<file path="config.mk">
export PLATFORM = sky130hd
export DESIGN_NAME = pilha_rpn_ctrl
export DESIGN_NICKNAME = d
export VERILOG_FILES = /design/src/rtl/pilha_rpn_ctrl_pkg.sv /design/src/rtl/pilha_rpn_ctrl_sincroniza_borda.sv /design/src/rtl/pilha_rpn_ctrl.sv
export SDC_FILE = /design/constraint.sdc
export NUM_CORES = 1
export LEC_CHECK = 0
export ABC_AREA = 1
export ABC_CLOCK_PERIOD_IN_PS = 2200
export BUFFER_PORTS_ARGS = -buffer_cell sky130_fd_sc_hd__buf_4
export CAP_MARGIN = 0
export CORE_MARGIN = 4
export CORE_UTILIZATION = 55
export CTS_BUF_LIST = sky130_fd_sc_hd__clkbuf_8
export DETAILED_ROUTE_END_ITERATION = 6
export GPL_ROUTABILITY_DRIVEN = 0
export PLACE_DENSITY = 0.78
export RECOVER_POWER = 100
export SLEW_MARGIN = 20
export SYNTH_ARGS = -nofsm -noshare
export SYNTH_HDL_FRONTEND = slang
export SYNTH_SLANG_ARGS = --single-unit
</file>
<file path="constraint.sdc">
create_clock -name CLOCK_50 -period 2.2 [get_ports CLOCK_50]
set_input_delay 0.44 -clock CLOCK_50 [delete_from_list [all_inputs] [get_ports CLOCK_50]]
set_output_delay 0.44 -clock CLOCK_50 [all_outputs]
set_load 0.01 [all_outputs]
</file>
<file path="src/rtl/pilha_rpn_ctrl_pkg.sv">
// Shared types and sizes for the RPN stack controller: FSM encoding,
// default stack depth and datapath/opcode widths.
package pilha_rpn_ctrl_pkg;

   localparam int PROFUNDIDADE_PADRAO = 4;
   localparam int WIDTH               = 8;
   localparam int OP_W                = 3;
   localparam int NIVEL_W             = 4;

   typedef enum logic [1:0] {
      OCIOSO  = 2'd0,
      EXECUTA = 2'd1,
      GRAVA   = 2'd2
   } estado_t;

endpackage

</file>
<file path="src/rtl/pilha_rpn_ctrl_sincroniza_borda.sv">
// Two-flop synchronizer for a raw active-low button plus a registered
// one-cycle press strobe; the strobe rises on the third edge after the pin falls.
module sincroniza_borda (
   input  logic clk,
   input  logic rst,
   input  logic tecla_n,
   output logic pulso
);

   logic sinc1, sinc2, anterior;

   // Flops reset to the released level so no strobe fires right after reset.
   always_ff @(posedge clk or posedge rst) begin
      if (rst) begin
         sinc1    <= 1'b1;
         sinc2    <= 1'b1;
         anterior <= 1'b1;
         pulso    <= 1'b0;
      end else begin
         // NOTE: non-blocking assignments so every flop samples the pre-edge value of its source.
         sinc1    <= tecla_n;
         sinc2    <= sinc1;
         anterior <= sinc2;
         pulso    <= anterior & ~sinc2;
      end
   end

endmodule

</file>
<file path="src/rtl/pilha_rpn_ctrl.sv">
// RPN operand stack controller: pushes operands on a button press and, on the
// operate button, pops two operands and pushes the external ULA result.
module pilha_rpn_ctrl
   import pilha_rpn_ctrl_pkg::*;
#(
   parameter int PROFUNDIDADE = PROFUNDIDADE_PADRAO
) (
   input  logic               CLOCK_50,
   input  logic               reset,
   input  logic [WIDTH-1:0]   entrada,
   input  logic               key_num_n,
   input  logic               key_op_n,
   input  logic [OP_W-1:0]    operacao,
   input  logic [WIDTH-1:0]   resultado_ula,
   input  logic               erro_ula,
   output logic [WIDTH-1:0]   display_a,
   output logic [WIDTH-1:0]   display_b,
   output logic [OP_W-1:0]    op_latched,
   output logic [NIVEL_W-1:0] nivel,
   output logic               pilha_vazia,
   output logic               pilha_cheia,
   output logic               op_valida,
   output logic               erro_pilha
);

   logic str_num, str_op;

   sincroniza_borda u_sinc_num (
      .clk     (CLOCK_50),
      .rst     (reset),
      .tecla_n (key_num_n),
      .pulso   (str_num)
   );

   sincroniza_borda u_sinc_op (
      .clk     (CLOCK_50),
      .rst     (reset),
      .tecla_n (key_op_n),
      .pulso   (str_op)
   );

   estado_t            estado, prox_estado;
   logic [WIDTH-1:0]   pilha [PROFUNDIDADE];
   logic [NIVEL_W-1:0] nivel_q;
   logic               cheia, tem_operandos, pedido_op;
   logic               empilhar, iniciar, gravar, sinaliza_erro;

   assign cheia         = (nivel_q == NIVEL_W'(PROFUNDIDADE));
   assign tem_operandos = (nivel_q >= NIVEL_W'(2));
   // A push wins over a simultaneous operate press; the op strobe is dropped.
   assign pedido_op     = str_op & ~str_num;

   always_ff @(posedge CLOCK_50 or posedge reset) begin
      if (reset) estado <= OCIOSO;
      else       estado <= prox_estado;
   end

   always_comb begin
      // NOTE: default assignment first so no path through the case infers a latch.
      prox_estado = estado;
      case (estado)
         OCIOSO:  if (pedido_op && tem_operandos) prox_estado = EXECUTA;
         EXECUTA: prox_estado = GRAVA;
         GRAVA:   prox_estado = OCIOSO;
         default: prox_estado = OCIOSO;
      endcase
   end

   always_comb begin
      empilhar      = 1'b0;
      iniciar       = 1'b0;
      gravar        = 1'b0;
      sinaliza_erro = 1'b0;
      op_valida     = 1'b0;
      case (estado)
         OCIOSO: begin
            empilhar      = str_num & ~cheia;
            iniciar       = pedido_op & tem_operandos;
            sinaliza_erro = (str_num & cheia) | (pedido_op & ~tem_operandos);
         end
         GRAVA: begin
            gravar        = ~erro_ula;
            op_valida     = ~erro_ula;
            sinaliza_erro = erro_ula;
         end
         default: ;
      endcase
   end

   always_ff @(posedge CLOCK_50 or posedge reset) begin
      if (reset) begin
         // NOTE: the stack array is reset because unused entries must read as zero.
         for (int i = 0; i < PROFUNDIDADE; i++) pilha[i] <= '0;
         nivel_q    <= '0;
         op_latched <= '0;
         erro_pilha <= 1'b0;
      end else begin
         if (empilhar) begin
            pilha[0] <= entrada;
            for (int i = 1; i < PROFUNDIDADE; i++) pilha[i] <= pilha[i-1];
            nivel_q    <= nivel_q + NIVEL_W'(1);
            erro_pilha <= 1'b0;
         end
         // Operands A and B collapse into the result; deeper entries move up one slot.
         if (gravar) begin
            pilha[0] <= resultado_ula;
            for (int i = 1; i < PROFUNDIDADE - 1; i++) pilha[i] <= pilha[i+1];
            pilha[PROFUNDIDADE-1] <= '0;
            nivel_q    <= nivel_q - NIVEL_W'(1);
            erro_pilha <= 1'b0;
         end
         if (sinaliza_erro) erro_pilha <= 1'b1;
         if (iniciar)       op_latched <= operacao;
      end
   end

   assign display_a   = pilha[0];
   assign display_b   = tem_operandos ? pilha[1] : '0;
   assign nivel       = nivel_q;
   assign pilha_vazia = (nivel_q == '0);
   assign pilha_cheia = cheia;

endmodule

</file>
==> report_table.html, run 1 <==
<table>
<tr><th>Metric</th><th>Value</th></tr>
<tr><th colspan="2">Status</th></tr>
<tr><td>Outcome</td><td>complete, no violations</td></tr>
<tr><th colspan="2">Clock tree</th></tr>
<tr><td>Setup fix buffers added after clock tree synthesis</td><td>0</td></tr>
<tr><td>TritonCTS buffer count</td><td>5</td></tr>
<tr><td>Number of sinks handled by clock tree synthesis</td><td>50</td></tr>
<tr><td>Number of gates resized after CTS</td><td>0</td></tr>
<tr><td>Number of hold-repair buffers added at the cts stage</td><td>0</td></tr>
<tr><td>Clock slew at the register clock pins of the worst setup and hold paths</td><td>about 0.080 ns</td></tr>
<tr><td>CTS H-tree lvls</td><td>2</td></tr>
<tr><td>CTS tree</td><td>done</td></tr>
<tr><td>Clk root buf</td><td>sky130_fd_sc_hd__clkbuf_8</td></tr>
<tr><td>Max clock buf depth</td><td>2</td></tr>
<tr><td>Clock latency on the worst-skew pair</td><td>between 0.3 and 0.4 ns</td></tr>
<tr><th colspan="2">Critical path</th></tr>
<tr><td>Cells along the critical path</td><td>inv_1 &gt; nand3_1 &gt; inv_1 &gt; nor2_1 &gt; clkbuf_1</td></tr>
<tr><td>Cell type group with the largest total delay on the critical path</td><td>buffers and inverters</td></tr>
<tr><td>Crit path launch type</td><td>register</td></tr>
<tr><td>Depth of the critical timing path with buffers and inverters included</td><td>5</td></tr>
<tr><td>Buf+Inv Stages, Crit Path</td><td>3</td></tr>
<tr><td>R2r worst-path depth</td><td>7</td></tr>
<tr><td>Critical Path Fanout Max</td><td>8</td></tr>
<tr><td>Cell type of the slowest stage on the worst timing path</td><td>sky130_fd_sc_hd__dfrtp_1</td></tr>
<tr><td>Most common cell on crit path</td><td>sky130_fd_sc_hd__inv_1</td></tr>
<tr><td>Type of destination of the critical path</td><td>primary output</td></tr>
<tr><td>Slowest cell delay on critical path</td><td>about 0.43 ns</td></tr>
<tr><td>Critical path required time</td><td>1.76 ns</td></tr>
<tr><td>Crit path arrival time</td><td>1.53 ns</td></tr>
<tr><td>Class of the most critical setup path</td><td>register to primary output</td></tr>
<tr><th colspan="2">Finish</th></tr>
<tr><td>Fraction of final layout cells sized beyond drive strength 1</td><td>15.8%</td></tr>
<tr><td>NumNets Final</td><td>between 300 and 400</td></tr>
<tr><td>Count of antenna diodes in the layout</td><td>0</td></tr>
<tr><td>Core occupancy in the finished layout</td><td>between 60 and 70%</td></tr>
<tr><td>Area added between synthesis and finish</td><td>7.75%</td></tr>
<tr><td>Final Instance Area</td><td>approximately 2700 um2</td></tr>
<tr><td>Leading cell type in the layout, fill and taps excluded</td><td>sky130_fd_sc_hd__nand2_1</td></tr>
<tr><td>Number of inserted filler cells in the final layout</td><td>433</td></tr>
<tr><td>Highest-count cells in the layout ignoring fill and taps</td><td>sky130_fd_sc_hd__nand2_1 (87), sky130_fd_sc_hd__dfrtp_1 (44), sky130_fd_sc_hd__inv_1 (38)</td></tr>
<tr><th colspan="2">STA</th></tr>
<tr><td>Final Skew</td><td>roughly 0.0097 ns</td></tr>
<tr><td>Final number of max-transition violations</td><td>0</td></tr>
<tr><td>Final Hold Violating Endpoints</td><td>0</td></tr>
<tr><td>TNS Setup</td><td>0 ns</td></tr>
<tr><td>Highest achievable clock rate</td><td>just over 500 MHz</td></tr>
<tr><td>Unrepaired setup endpoints after global routing</td><td>false</td></tr>
<tr><td>Final Cycle Share</td><td>between 80 and 90%</td></tr>
<tr><td>Relative slew margins</td><td>roughly a fifth</td></tr>
<tr><td>Time the final worst path needs with I/O delays and setup</td><td>roughly 2.0 ns</td></tr>
<tr><td>Final count of negative-setup-slack endpoints</td><td>0</td></tr>
<tr><td>Hold WS</td><td>~0.24 ns</td></tr>
<tr><td>Least-Margin Pin Slew</td><td>between 1 and 1.5 ns</td></tr>
<tr><th colspan="2">Yosys</th></tr>
<tr><td>Mux contribution to synthesized area</td><td>0%</td></tr>
<tr><td>Async SR Flop Fraction</td><td>100%</td></tr>
<tr><td>Dominant register cell in the synthesized netlist</td><td>sky130_fd_sc_hd__dfrtp_1</td></tr>
<tr><td>Post-Syn Area</td><td>2540 um2</td></tr>
<tr><td>Flip-flop and latch count after synthesis</td><td>50</td></tr>
<tr><td>Part of the Yosys area used for sequential elements</td><td>49.6%</td></tr>
<tr><td>Count of flip-flops with a built-in enable after synthesis</td><td>0</td></tr>
<tr><td>Synthesized instance count</td><td>288</td></tr>
<tr><td>Synth Area in Compound Gates</td><td>a little over a tenth</td></tr>
<tr><td>Post-Synth Adder-Cell Area</td><td>approximately 1.8%</td></tr>
<tr><td>Mean cell area of the mapped netlist</td><td>approximately 8.8 um2</td></tr>
<tr><td>Synthesized Nets</td><td>315</td></tr>
<tr><td>Synth Area in Simple Gates</td><td>between 20% and 30%</td></tr>
<tr><td>Main combinational cell family by area after synthesis</td><td>simple AND/OR/NAND/NOR gates</td></tr>
<tr><td>Number of distinct library cell variants in the gate-level netlist after synthesis</td><td>23</td></tr>
<tr><td>Share of the synthesized netlist area taken by xor and xnor gates</td><td>less than 1%</td></tr>
<tr><td>Number of synthesis warnings</td><td>0</td></tr>
<tr><th colspan="2">Min path</th></tr>
<tr><td>WHS Path Cells</td><td>1</td></tr>
<tr><td>Class of the most critical hold timing path</td><td>primary input to register</td></tr>
<tr><th colspan="2">Floorplan</th></tr>
<tr><td>Die area</td><td>between 5000 and 6000 um2</td></tr>
<tr><td>Boundary Pins</td><td>51</td></tr>
<tr><td>Vertical extent of the die</td><td>~76 um</td></tr>
<tr><td>Core Region</td><td>4410 um2</td></tr>
<tr><td>Floorplan row count</td><td>24</td></tr>
<tr><td>Starting Density</td><td>57.5%</td></tr>
<tr><td>Chip Width</td><td>between 70 and 80 um</td></tr>
<tr><th colspan="2">Route</th></tr>
<tr><td>1st-pass router iterations</td><td>4</td></tr>
<tr><td>Routed len/inst</td><td>13.0 um</td></tr>
<tr><td>Overall routed net length</td><td>4960 um</td></tr>
<tr><td>Residual antenna-violating net count after detailed routing</td><td>0</td></tr>
<tr><td>Detail-routed via count per cell</td><td>between 4 and 5</td></tr>
<tr><td>Number of design-rule violations left by the first detailed-router iteration</td><td>66</td></tr>
<tr><td>Vias after detailed routing</td><td>1,886</td></tr>
<tr><td>Remaining routing DRC violations</td><td>0</td></tr>
<tr><th colspan="2">Power and ir drop</th></tr>
<tr><td>Worst IR Drop VDD</td><td>~0.00054 V</td></tr>
<tr><td>Switching part of the total</td><td>around two fifths</td></tr>
<tr><td>Part of the total power dissipated in sequential elements</td><td>45.4%</td></tr>
<tr><td>Switching power total</td><td>around 1300 uW</td></tr>
<tr><td>Power per standard cell area</td><td>about 1200 nW/um2</td></tr>
<tr><td>Leakage component of the power</td><td>0.00140 uW</td></tr>
<tr><td>Total power</td><td>between 3000 and 4000 uW</td></tr>
<tr><td>Clock network fraction of design power</td><td>15.9%</td></tr>
<tr><td>Cell-internal power</td><td>1910 uW</td></tr>
<tr><td>Combinational fraction of design power</td><td>between 30 and 40%</td></tr>
<tr><th colspan="2">Place</th></tr>
<tr><td># port buffers</td><td>50</td></tr>
<tr><td>Placement Cell Area</td><td>roughly 2800 um2</td></tr>
<tr><td>HPWL after detailed placement</td><td>~3400 um</td></tr>
<tr><th colspan="2">Global route</th></tr>
<tr><td>Overflow left after global routing</td><td>0</td></tr>
<tr><td>First-pass GRT wire length</td><td>~8700 um</td></tr>
<tr><td>Overall routing resource usage</td><td>a little under a fifth</td></tr>
<tr><td>Vias in the first global route</td><td>1,904</td></tr>
<tr><td>Initial antenna violation count</td><td>0</td></tr>
<tr><td>Largest net degree at the start of global routing</td><td>between 50 and 60</td></tr>
<tr><th colspan="2">Flow run</th></tr>
<tr><td>Max-Cap Viols</td><td>0</td></tr>
</table>
Yosys cell counts, types with 2 or more instances:
| cell | count | area, um2 |
|---|---|---|
| sky130_fd_sc_hd__buf_2 | 2 | 10.0 |
| sky130_fd_sc_hd__buf_4 | 11 | 82.6 |
| sky130_fd_sc_hd__buf_6 | 7 | 78.8 |
| sky130_fd_sc_hd__dfrtp_1 | 44 | 1100 |
| sky130_fd_sc_hd__dfstp_2 | 6 | 158 |
| sky130_fd_sc_hd__ha_1 | 2 | 25.0 |
| sky130_fd_sc_hd__inv_1 | 36 | 135 |
| sky130_fd_sc_hd__inv_2 | 3 | 11.3 |
| sky130_fd_sc_hd__nand2_1 | 87 | 327 |
| sky130_fd_sc_hd__nand2_2 | 2 | 12.5 |
| sky130_fd_sc_hd__nand2_8 | 2 | 40.0 |
| sky130_fd_sc_hd__nand3_1 | 32 | 160 |
| sky130_fd_sc_hd__nor2_1 | 15 | 56.3 |
| sky130_fd_sc_hd__o21ai_0 | 6 | 30.0 |
| sky130_fd_sc_hd__o21ai_2 | 19 | 166 |
| sky130_fd_sc_hd__o22ai_1 | 6 | 37.5 |
| sky130_fd_sc_hd__o22ai_2 | 2 | 25.0 |
power groups by stage:
stage | logic, uW | clock network (uW) | registers [uW]
3_5_place_dp | 1580 | 0 | 1480
6_report | 1250 | 511 | 1460
5_1_grt | 1450 | 564 | 1510
3_3_place_gp | 1530 | 0 | 1480
2_1_floorplan | 1130 | 0 | 1460
4_1_cts | 1580 | 525 | 1470
final cells by class:
| class | instances | area [um2] | share of cell area [%] |
|---|---|---|---|
| clock buffers | 5 | 68.8 | 2.52 |
| clock inverters | 3 | 13.8 | 0.504 |
| inverters | 39 | 146 | 5.36 |
| multi-input cells | 179 | 885 | 32.4 |
| flip-flops and latches | 50 | 1260 | 46.1 |
| well taps | 52 | 65.1 | 2.38 |
| repair buffers | 53 | 295 | 10.8 |
registers in the layout (all words and copies together) (netlist names), 2 cells and up:
register and cells:
pilha 24, display_a 8, op_latched 3, nivel 4, estado 2
final timing paths:
path | from | endpoint | slack, ns
max | nivel[1]$_DFFE_PP0P_ | display_b[6] | 0.23
min | key_op_n | u_sinc_op.sinc1$_DFF_PP1_ | 0.24
max reg2reg | nivel[2]$_DFFE_PP0P_ | pilha[12]$_DFFE_PP0P_ | 0.26
min reg2reg | u_sinc_op.sinc1$_DFF_PP1_ | u_sinc_op.sinc2$_DFF_PP1_ | 0.37
max in group asynchronous | reset | pilha[18]$_DFFE_PP0P_ | 0.93
min in group asynchronous | reset | op_latched[1]$_DFFE_PP0P_ | 0.54
logic make-up (layout without fill, tap and decap cells):
group | count (synthesis) | count (layout)
AOI/OAI and AO/OA | 34 | 34
xor gates and xnor gates | 1 | 1
adders and majority gates | 3 | 3
buffers and inverters | 59 | 100
DFF | 50 | 50
and+or+nand+nor | 141 | 141
worst reg2reg max path: stages (launching register included):
cell and delay, ns:
sky130_fd_sc_hd__dfrtp_1 0.40, sky130_fd_sc_hd__inv_1 0.08, sky130_fd_sc_hd__nor2_1 0.16, sky130_fd_sc_hd__nand2_2 0.17, sky130_fd_sc_hd__nand2_2 0.47, sky130_fd_sc_hd__nand2_8 0.28
sky130_fd_sc_hd__nand2_1 0.15, sky130_fd_sc_hd__o21ai_0 0.11
per-stage QoR:
step                std cells  worst slack, ns
finish                    381            0.225
global route              381           0.0570
CTS                       381            0.146
detailed placement        373            0.424
global placement          373            0.478
floorplan                 288            0.496
per-layer routing:
metal  routed length [um]  global-route usage [%]  vias to the layer above
met1                 2220                    23.1                      866
met4                   53                    4.80                        0
met5                    0                       0                        -
met3                  256                    5.81                        6
met2                 2430                    30.7                       41
li1                     -                       -                      973
Power figures use the tool's default switching activity.
==> run 2: changes to the inputs <==
BUFFER_PORTS_ARGS = -buffer_cell sky130_fd_sc_hd__buf_2   (was -buffer_cell sky130_fd_sc_hd__buf_4)
CTS_CLUSTER_DIAMETER = 60   (was default)
==> report_table.html, run 2 (same netlist as run 1, synthesis figures left out) <==
<table>
<tr><th>Metric</th><th>Value</th></tr>
<tr><th colspan="2">Power and ir drop</th></tr>
<tr><td>Leakage component of the power</td><td>between 0.001 and 0.0015 uW</td></tr>
<tr><td>Worst IR Drop VDD</td><td>slightly below 0.0006 V</td></tr>
<tr><td>Power per standard cell area</td><td>roughly 1200 nW/um2</td></tr>
<tr><th colspan="2">STA</th></tr>
<tr><td>Final count of negative-setup-slack endpoints</td><td>0</td></tr>
<tr><td>Final Hold Violating Endpoints</td><td>0</td></tr>
<tr><td>Time the final worst path needs with I/O delays and setup</td><td>just over 2 ns</td></tr>
<tr><td>Relative slew margins</td><td>around 18%</td></tr>
<tr><td>Final Cycle Share</td><td>between 90% and 100%</td></tr>
<tr><td>Final Skew</td><td>~0.012 ns</td></tr>
<tr><td>Least-Margin Pin Slew</td><td>about 1.2 ns</td></tr>
<tr><td>Unrepaired setup endpoints after global routing</td><td>false</td></tr>
<tr><td>Final number of max-transition violations</td><td>0</td></tr>
<tr><td>Setup slack after layout</td><td>0.161 ns</td></tr>
<tr><td>TNS Setup</td><td>0 ns</td></tr>
<tr><td>Highest achievable clock rate</td><td>around 490 MHz</td></tr>
<tr><th colspan="2">Floorplan</th></tr>
<tr><td>Floorplan row count</td><td>24</td></tr>
<tr><td>Vertical extent of the die</td><td>~76 um</td></tr>
<tr><td>Boundary Pins</td><td>just over 50</td></tr>
<tr><td>Core Region</td><td>around 4400 um2</td></tr>
<tr><td>Starting Density</td><td>between 50% and 60%</td></tr>
<tr><td>Chip Width</td><td>~76 um</td></tr>
<tr><td>Die area</td><td>about 5800 um2</td></tr>
<tr><th colspan="2">Route</th></tr>
<tr><td>Remaining routing DRC violations</td><td>0</td></tr>
<tr><td>Residual antenna-violating net count after detailed routing</td><td>0</td></tr>
<tr><td>Overall routed net length</td><td>around 5000 um</td></tr>
<tr><td>Routed len/inst</td><td>13.1 um</td></tr>
<tr><td>Number of design-rule violations left by the first detailed-router iteration</td><td>between 100 and 150</td></tr>
<tr><td>Detail-routed via count per cell</td><td>around 5.1</td></tr>
<tr><td>Vias after detailed routing</td><td>around 1,900</td></tr>
<tr><td>1st-pass router iterations</td><td>4</td></tr>
<tr><th colspan="2">Critical path</th></tr>
<tr><td>Critical Path Fanout Max</td><td>14</td></tr>
<tr><td>Crit path arrival time</td><td>between 1.5 and 2 ns</td></tr>
<tr><td>Critical path required time</td><td>~1.8 ns</td></tr>
<tr><td>Class of the most critical setup path</td><td>register to primary output</td></tr>
<tr><td>Crit path launch type</td><td>register</td></tr>
<tr><td>Type of destination of the critical path</td><td>primary output</td></tr>
<tr><th colspan="2">Flow run</th></tr>
<tr><td>Max-Cap Viols</td><td>0</td></tr>
<tr><th colspan="2">Finish</th></tr>
<tr><td>Final Instance Area</td><td>around 2700 um2</td></tr>
<tr><td>Area added between synthesis and finish</td><td>5.82%</td></tr>
<tr><td>Highest-count cells in the layout ignoring fill and taps</td><td>sky130_fd_sc_hd__nand2_1 (87), sky130_fd_sc_hd__dfrtp_1 (44), sky130_fd_sc_hd__inv_1 (37)</td></tr>
<tr><td>Count of antenna diodes in the layout</td><td>0</td></tr>
<tr><td>NumNets Final</td><td>approximately 360</td></tr>
<tr><td>Leading cell type in the layout, fill and taps excluded</td><td>sky130_fd_sc_hd__nand2_1</td></tr>
<tr><td>Final std cells w/o fill</td><td>381</td></tr>
<tr><td>Register bank with the most flops</td><td>pilha</td></tr>
<tr><td>Number of inserted filler cells in the final layout</td><td>440</td></tr>
<tr><td>Max FFs per register</td><td>24</td></tr>
<tr><td>Fraction of final layout cells sized beyond drive strength 1</td><td>around 16%</td></tr>
<tr><th colspan="2">Global route</th></tr>
<tr><td>Overall routing resource usage</td><td>between 10% and 20%</td></tr>
<tr><td>Vias in the first global route</td><td>about 2,000</td></tr>
<tr><td>First-pass GRT wire length</td><td>approximately 9100 um</td></tr>
<tr><td>Largest net degree at the start of global routing</td><td>51</td></tr>
<tr><td>Initial antenna violation count</td><td>0</td></tr>
<tr><td>Overflow left after global routing</td><td>0</td></tr>
<tr><th colspan="2">Clock tree</th></tr>
<tr><td>Number of sinks handled by clock tree synthesis</td><td>50</td></tr>
<tr><td>Clock latency on the worst-skew pair</td><td>between 0.3 and 0.4 ns</td></tr>
<tr><td>Clock slew at the register clock pins of the worst setup and hold paths</td><td>~0.10 ns</td></tr>
<tr><td>CTS tree</td><td>done</td></tr>
<tr><td>TritonCTS buffer count</td><td>5</td></tr>
<tr><td>Clk root buf</td><td>sky130_fd_sc_hd__clkbuf_8</td></tr>
<tr><td>Setup fix buffers added after clock tree synthesis</td><td>0</td></tr>
<tr><td>Number of hold-repair buffers added at the cts stage</td><td>0</td></tr>
<tr><td>Number of gates resized after CTS</td><td>0</td></tr>
<tr><td>Max clock buf depth</td><td>2</td></tr>
<tr><td>CTS H-tree lvls</td><td>2</td></tr>
<tr><th colspan="2">Status</th></tr>
<tr><td>Outcome</td><td>complete, no violations</td></tr>
<tr><th colspan="2">Place</th></tr>
<tr><td>Dpl ws</td><td>0.435 ns</td></tr>
<tr><td>Placement Cell Area</td><td>2700 um2</td></tr>
<tr><td>Placed Instances</td><td>approximately 370</td></tr>
<tr><td># port buffers</td><td>50</td></tr>
<tr><td>HPWL after detailed placement</td><td>between 3000 and 4000 um</td></tr>
<tr><th colspan="2">Min path</th></tr>
<tr><td>Class of the most critical hold timing path</td><td>primary input to register</td></tr>
</table>
## run 2: final cells by class
type,count,area [um2],share of cell area (%)
clock buffer,5,68.8,2.56
clock inverter,3,25.0,0.932
inverter,39,146,5.45
multi-input combinational,179,885,33.0
sequential,50,1260,46.9
tap,52,65.1,2.42
timing repair buffer,53,235,8.76
## run 2: path summary, 6_finish.rpt
path | start | end | slack (ns) | cells after the start
min reg2reg | u_sinc_num.sinc1$_DFF_PP1_ | u_sinc_num.sinc2$_DFF_PP1_ | 0.37 | 0
min | key_num_n | u_sinc_num.sinc1$_DFF_PP1_ | 0.21 | 1
min in group asynchronous | reset | display_a[0]$_DFFE_PP0P_ | 0.50 | 3
max reg2reg | nivel[1]$_DFFE_PP0P_ | pilha[13]$_DFFE_PP0P_ | 0.29 | 6
max in group asynchronous | reset | pilha[2]$_DFFE_PP0P_ | 0.93 | 3
max | estado[0]$_DFFE_PP0P_ | op_valida | 0.16 | 5
## run 2: per-layer routing
| layer | vias to the layer above | global-route usage (%) | wire [um] |
|---|---|---|---|
| li1 | 971 | - | - |
| met1 | 907 | 22.4 | 2160 |
| met2 | 43 | 33.6 | 2500 |
| met3 | 9 | 4.50 | 249 |
| met4 | 0 | 5.69 | 89 |
| met5 | - | 0 | 0 |
## run 2: where the power goes
part	internal [uW]	total, uW	switching, uW	leakage [uW]
logic	435	1240	807	0.000709
clock network	230	564	334	0.0000447
registers	1250	1460	210	0.000627
total	1920	3270	1350	0.00138
## run 2: critical path: stages, from the launching register on
cell and delay (ns):
sky130_fd_sc_hd__dfrtp_1 0.39, sky130_fd_sc_hd__inv_1 0.16, sky130_fd_sc_hd__nand3b_4 0.13, sky130_fd_sc_hd__inv_2 0.09, sky130_fd_sc_hd__clkbuf_2 0.31, sky130_fd_sc_hd__buf_2 0.20
## run 2: through the flow
| stage | util [%] | hold slack (ns) | total power, uW |
|---|---|---|---|
| 2_1_floorplan | - | 0.345 | 2590 |
| 3_3_place_gp | 61.2 | 0.346 | 2860 |
| 3_5_place_dp | 61.2 | 0.347 | 2920 |
| 4_1_cts | 63.4 | 0.202 | 3490 |
| 5_1_grt | 60.8 | 0.194 | 3570 |
| 6_report | 60.8 | 0.209 | 3270 |
==> run 3: changes to the inputs <==
REMOVE_ABC_BUFFERS = 1   (was default)
==> report_table.html, run 3 (same netlist as run 1, synthesis figures left out) <==
<table>
<tr><th>Metric</th><th>Value</th></tr>
<tr><th colspan="2">Critical path</th></tr>
<tr><td>Critical register-to-register path startpoint</td><td>estado[0]$_DFFE_PP0P_</td></tr>
<tr><td>R2r worst-path depth</td><td>10</td></tr>
<tr><td>Capture instance of the worst register-to-register path</td><td>nivel[3]$_DFFE_PP0P_</td></tr>
<tr><td>Crit path arrival time</td><td>around 1.6 ns</td></tr>
<tr><td>Class of the most critical setup path</td><td>register to primary output</td></tr>
<tr><td>Worst reg-to-reg setup slack</td><td>~0.35 ns</td></tr>
<tr><td>Type of destination of the critical path</td><td>primary output</td></tr>
<tr><td>Critical path required time</td><td>1.76 ns</td></tr>
<tr><td>Critical Path Fanout Max</td><td>19</td></tr>
<tr><td>Crit path launch type</td><td>register</td></tr>
<tr><th colspan="2">STA</th></tr>
<tr><td>Setup slack after layout</td><td>about 0.18 ns</td></tr>
<tr><td>Time the final worst path needs with I/O delays and setup</td><td>2.02 ns</td></tr>
<tr><td>Final number of max-transition violations</td><td>0</td></tr>
<tr><td>Least-Margin Pin Slew</td><td>about 1.2 ns</td></tr>
<tr><td>Unrepaired setup endpoints after global routing</td><td>false</td></tr>
<tr><td>Final Skew</td><td>approximately 0.0049 ns</td></tr>
<tr><td>Final Hold Violating Endpoints</td><td>0</td></tr>
<tr><td>Final Cycle Share</td><td>between 90% and 100%</td></tr>
<tr><td>Relative slew margins</td><td>19.7%</td></tr>
<tr><td>Hold WS</td><td>approximately 0.22 ns</td></tr>
<tr><td>Final count of negative-setup-slack endpoints</td><td>0</td></tr>
<tr><td>Highest achievable clock rate</td><td>about 500 MHz</td></tr>
<tr><td>TNS Setup</td><td>0 ns</td></tr>
<tr><th colspan="2">Finish</th></tr>
<tr><td>Register bank with the most flops</td><td>pilha</td></tr>
<tr><td>Core occupancy in the finished layout</td><td>around 62%</td></tr>
<tr><td>Highest-count cells in the layout ignoring fill and taps</td><td>sky130_fd_sc_hd__nand2_1 (88), sky130_fd_sc_hd__dfrtp_1 (44), sky130_fd_sc_hd__inv_1 (37)</td></tr>
<tr><td>Number of inserted filler cells in the final layout</td><td>approximately 410</td></tr>
<tr><td>Max FFs per register</td><td>24</td></tr>
<tr><td>Area added between synthesis and finish</td><td>8.53%</td></tr>
<tr><td>NumNets Final</td><td>roughly 360</td></tr>
<tr><td>Leading cell type in the layout, fill and taps excluded</td><td>sky130_fd_sc_hd__nand2_1</td></tr>
<tr><td>Count of antenna diodes in the layout</td><td>0</td></tr>
<tr><td>Final std cells w/o fill</td><td>381</td></tr>
<tr><td>Fraction of final layout cells sized beyond drive strength 1</td><td>around 16%</td></tr>
<tr><th colspan="2">Global route</th></tr>
<tr><td>First-pass GRT wire length</td><td>around 8500 um</td></tr>
<tr><td>Largest net degree at the start of global routing</td><td>around 50</td></tr>
<tr><td>Overflow left after global routing</td><td>0</td></tr>
<tr><td>Initial antenna violation count</td><td>0</td></tr>
<tr><td>Overall routing resource usage</td><td>17.8%</td></tr>
<tr><td>Vias in the first global route</td><td>approximately 1,800</td></tr>
<tr><th colspan="2">Clock tree</th></tr>
<tr><td>Clk root buf</td><td>sky130_fd_sc_hd__clkbuf_8</td></tr>
<tr><td>Number of hold-repair buffers added at the cts stage</td><td>0</td></tr>
<tr><td>Number of sinks handled by clock tree synthesis</td><td>50</td></tr>
<tr><td>Clock latency on the worst-skew pair</td><td>around 0.30 ns</td></tr>
<tr><td>Setup fix buffers added after clock tree synthesis</td><td>0</td></tr>
<tr><td>CTS H-tree lvls</td><td>2</td></tr>
<tr><td>Number of gates resized after CTS</td><td>0</td></tr>
<tr><td>Clock slew at the register clock pins of the worst setup and hold paths</td><td>~0.09 ns</td></tr>
<tr><td>TritonCTS buffer count</td><td>5</td></tr>
<tr><td>CTS tree</td><td>done</td></tr>
<tr><td>Max clock buf depth</td><td>2</td></tr>
<tr><th colspan="2">Floorplan</th></tr>
<tr><td>Boundary Pins</td><td>between 50 and 60</td></tr>
<tr><td>Starting Density</td><td>57.5%</td></tr>
<tr><td>Core Region</td><td>between 4000 and 5000 um2</td></tr>
<tr><td>Floorplan row count</td><td>24</td></tr>
<tr><td>Chip Width</td><td>75.9 um</td></tr>
<tr><td>Vertical extent of the die</td><td>approximately 76 um</td></tr>
<tr><td>Die area</td><td>just under 6000 um2</td></tr>
<tr><th colspan="2">Min path</th></tr>
<tr><td>Hold-critical path endpoint</td><td>u_sinc_num.sinc1$_DFF_PP1_</td></tr>
<tr><td>Class of the most critical hold timing path</td><td>primary input to register</td></tr>
<tr><td>WHS Path Cells</td><td>1</td></tr>
<tr><td>Worst hold path startpoint</td><td>key_num_n</td></tr>
<tr><th colspan="2">Place</th></tr>
<tr><td># port buffers</td><td>50</td></tr>
<tr><td>HPWL after detailed placement</td><td>3220 um</td></tr>
<tr><td>Placed Instances</td><td>373</td></tr>
<tr><td>Dpl ws</td><td>around 0.23 ns</td></tr>
<tr><th colspan="2">Route</th></tr>
<tr><td>Vias after detailed routing</td><td>1,915</td></tr>
<tr><td>Routed len/inst</td><td>about 13 um</td></tr>
<tr><td>Remaining routing DRC violations</td><td>0</td></tr>
<tr><td>Overall routed net length</td><td>about 5000 um</td></tr>
<tr><td>Number of design-rule violations left by the first detailed-router iteration</td><td>slightly below 80</td></tr>
<tr><td>Detail-routed via count per cell</td><td>5.03</td></tr>
<tr><td>Residual antenna-violating net count after detailed routing</td><td>0</td></tr>
<tr><td>1st-pass router iterations</td><td>4</td></tr>
<tr><th colspan="2">Power and ir drop</th></tr>
<tr><td>Power per standard cell area</td><td>about 1300 nW/um2</td></tr>
<tr><td>Worst IR Drop VDD</td><td>around 0.00056 V</td></tr>
<tr><td>Leakage component of the power</td><td>0.00141 uW</td></tr>
<tr><th colspan="2">Status</th></tr>
<tr><td>Outcome</td><td>complete, no violations</td></tr>
<tr><th colspan="2">Flow run</th></tr>
<tr><td>Max-Cap Viols</td><td>0</td></tr>
</table>
## run 3: per-layer routing
metal  share of wire (%)  vias to the layer above  wire length, um  GRT usage (%)
met2                  48                       46             2340           28.9
met1                  44                      892             2170           23.0
met5                   0                        -                0              0
met4                 1.6                        0               80           6.94
li1                    -                      970                -              -
met3                 6.0                        7              292           4.38
## run 3: power by group
part / internal [uW] / total (uW) / switching (uW)
Clock: 485 / 785 / 300
Combinational: 442 / 1250 / 809
Sequential: 1250 / 1470 / 215
Total: 2180 / 3500 / 1320
## run 3: metrics by stage
stage | area, um2 | power, uW
floorplan | 2360 | 2440
detailed placement | 2720 | 2910
global route | 2750 | 3800
CTS | 2860 | 3700
global placement | 2720 | 2870
finish | 2750 | 3500
## run 3: final cells by class
type	count	area, um2	share of cell area, %
Clock buffer	6	82.6	3.00
Clock inverter	2	60.1	2.18
Inverter	39	146	5.32
Multi-Input combinational cell	179	902	32.8
Sequential cell	50	1260	45.7
Tap cell	52	65.1	2.36
Timing Repair Buffer	53	238	8.64
## run 3: worst max-delay path, cell delays in order (launching register included)
cell and delay (ns):
sky130_fd_sc_hd__dfrtp_1 0.40, sky130_fd_sc_hd__inv_2 0.11, sky130_fd_sc_hd__nand3b_4 0.20, sky130_fd_sc_hd__inv_2 0.24
sky130_fd_sc_hd__buf_4 0.19, sky130_fd_sc_hd__buf_2 0.13
## run 3: worst max-delay path by stage
stage	slack [ns]	start	to
final	0.18	estado[0]$_DFFE_PP0P_	op_valida
after global routing	0.08	estado[0]$_DFFE_PP0P_	op_valida
after CTS	0.17	estado[0]$_DFFE_PP0P_	op_valida
after detailed placement	0.23	erro_ula	nivel[3]$_DFFE_PP0P_
after global placement	0.30	erro_ula	nivel[3]$_DFFE_PP0P_
after floorplan	0.13	erro_ula	nivel[3]$_DFFE_PP0P_
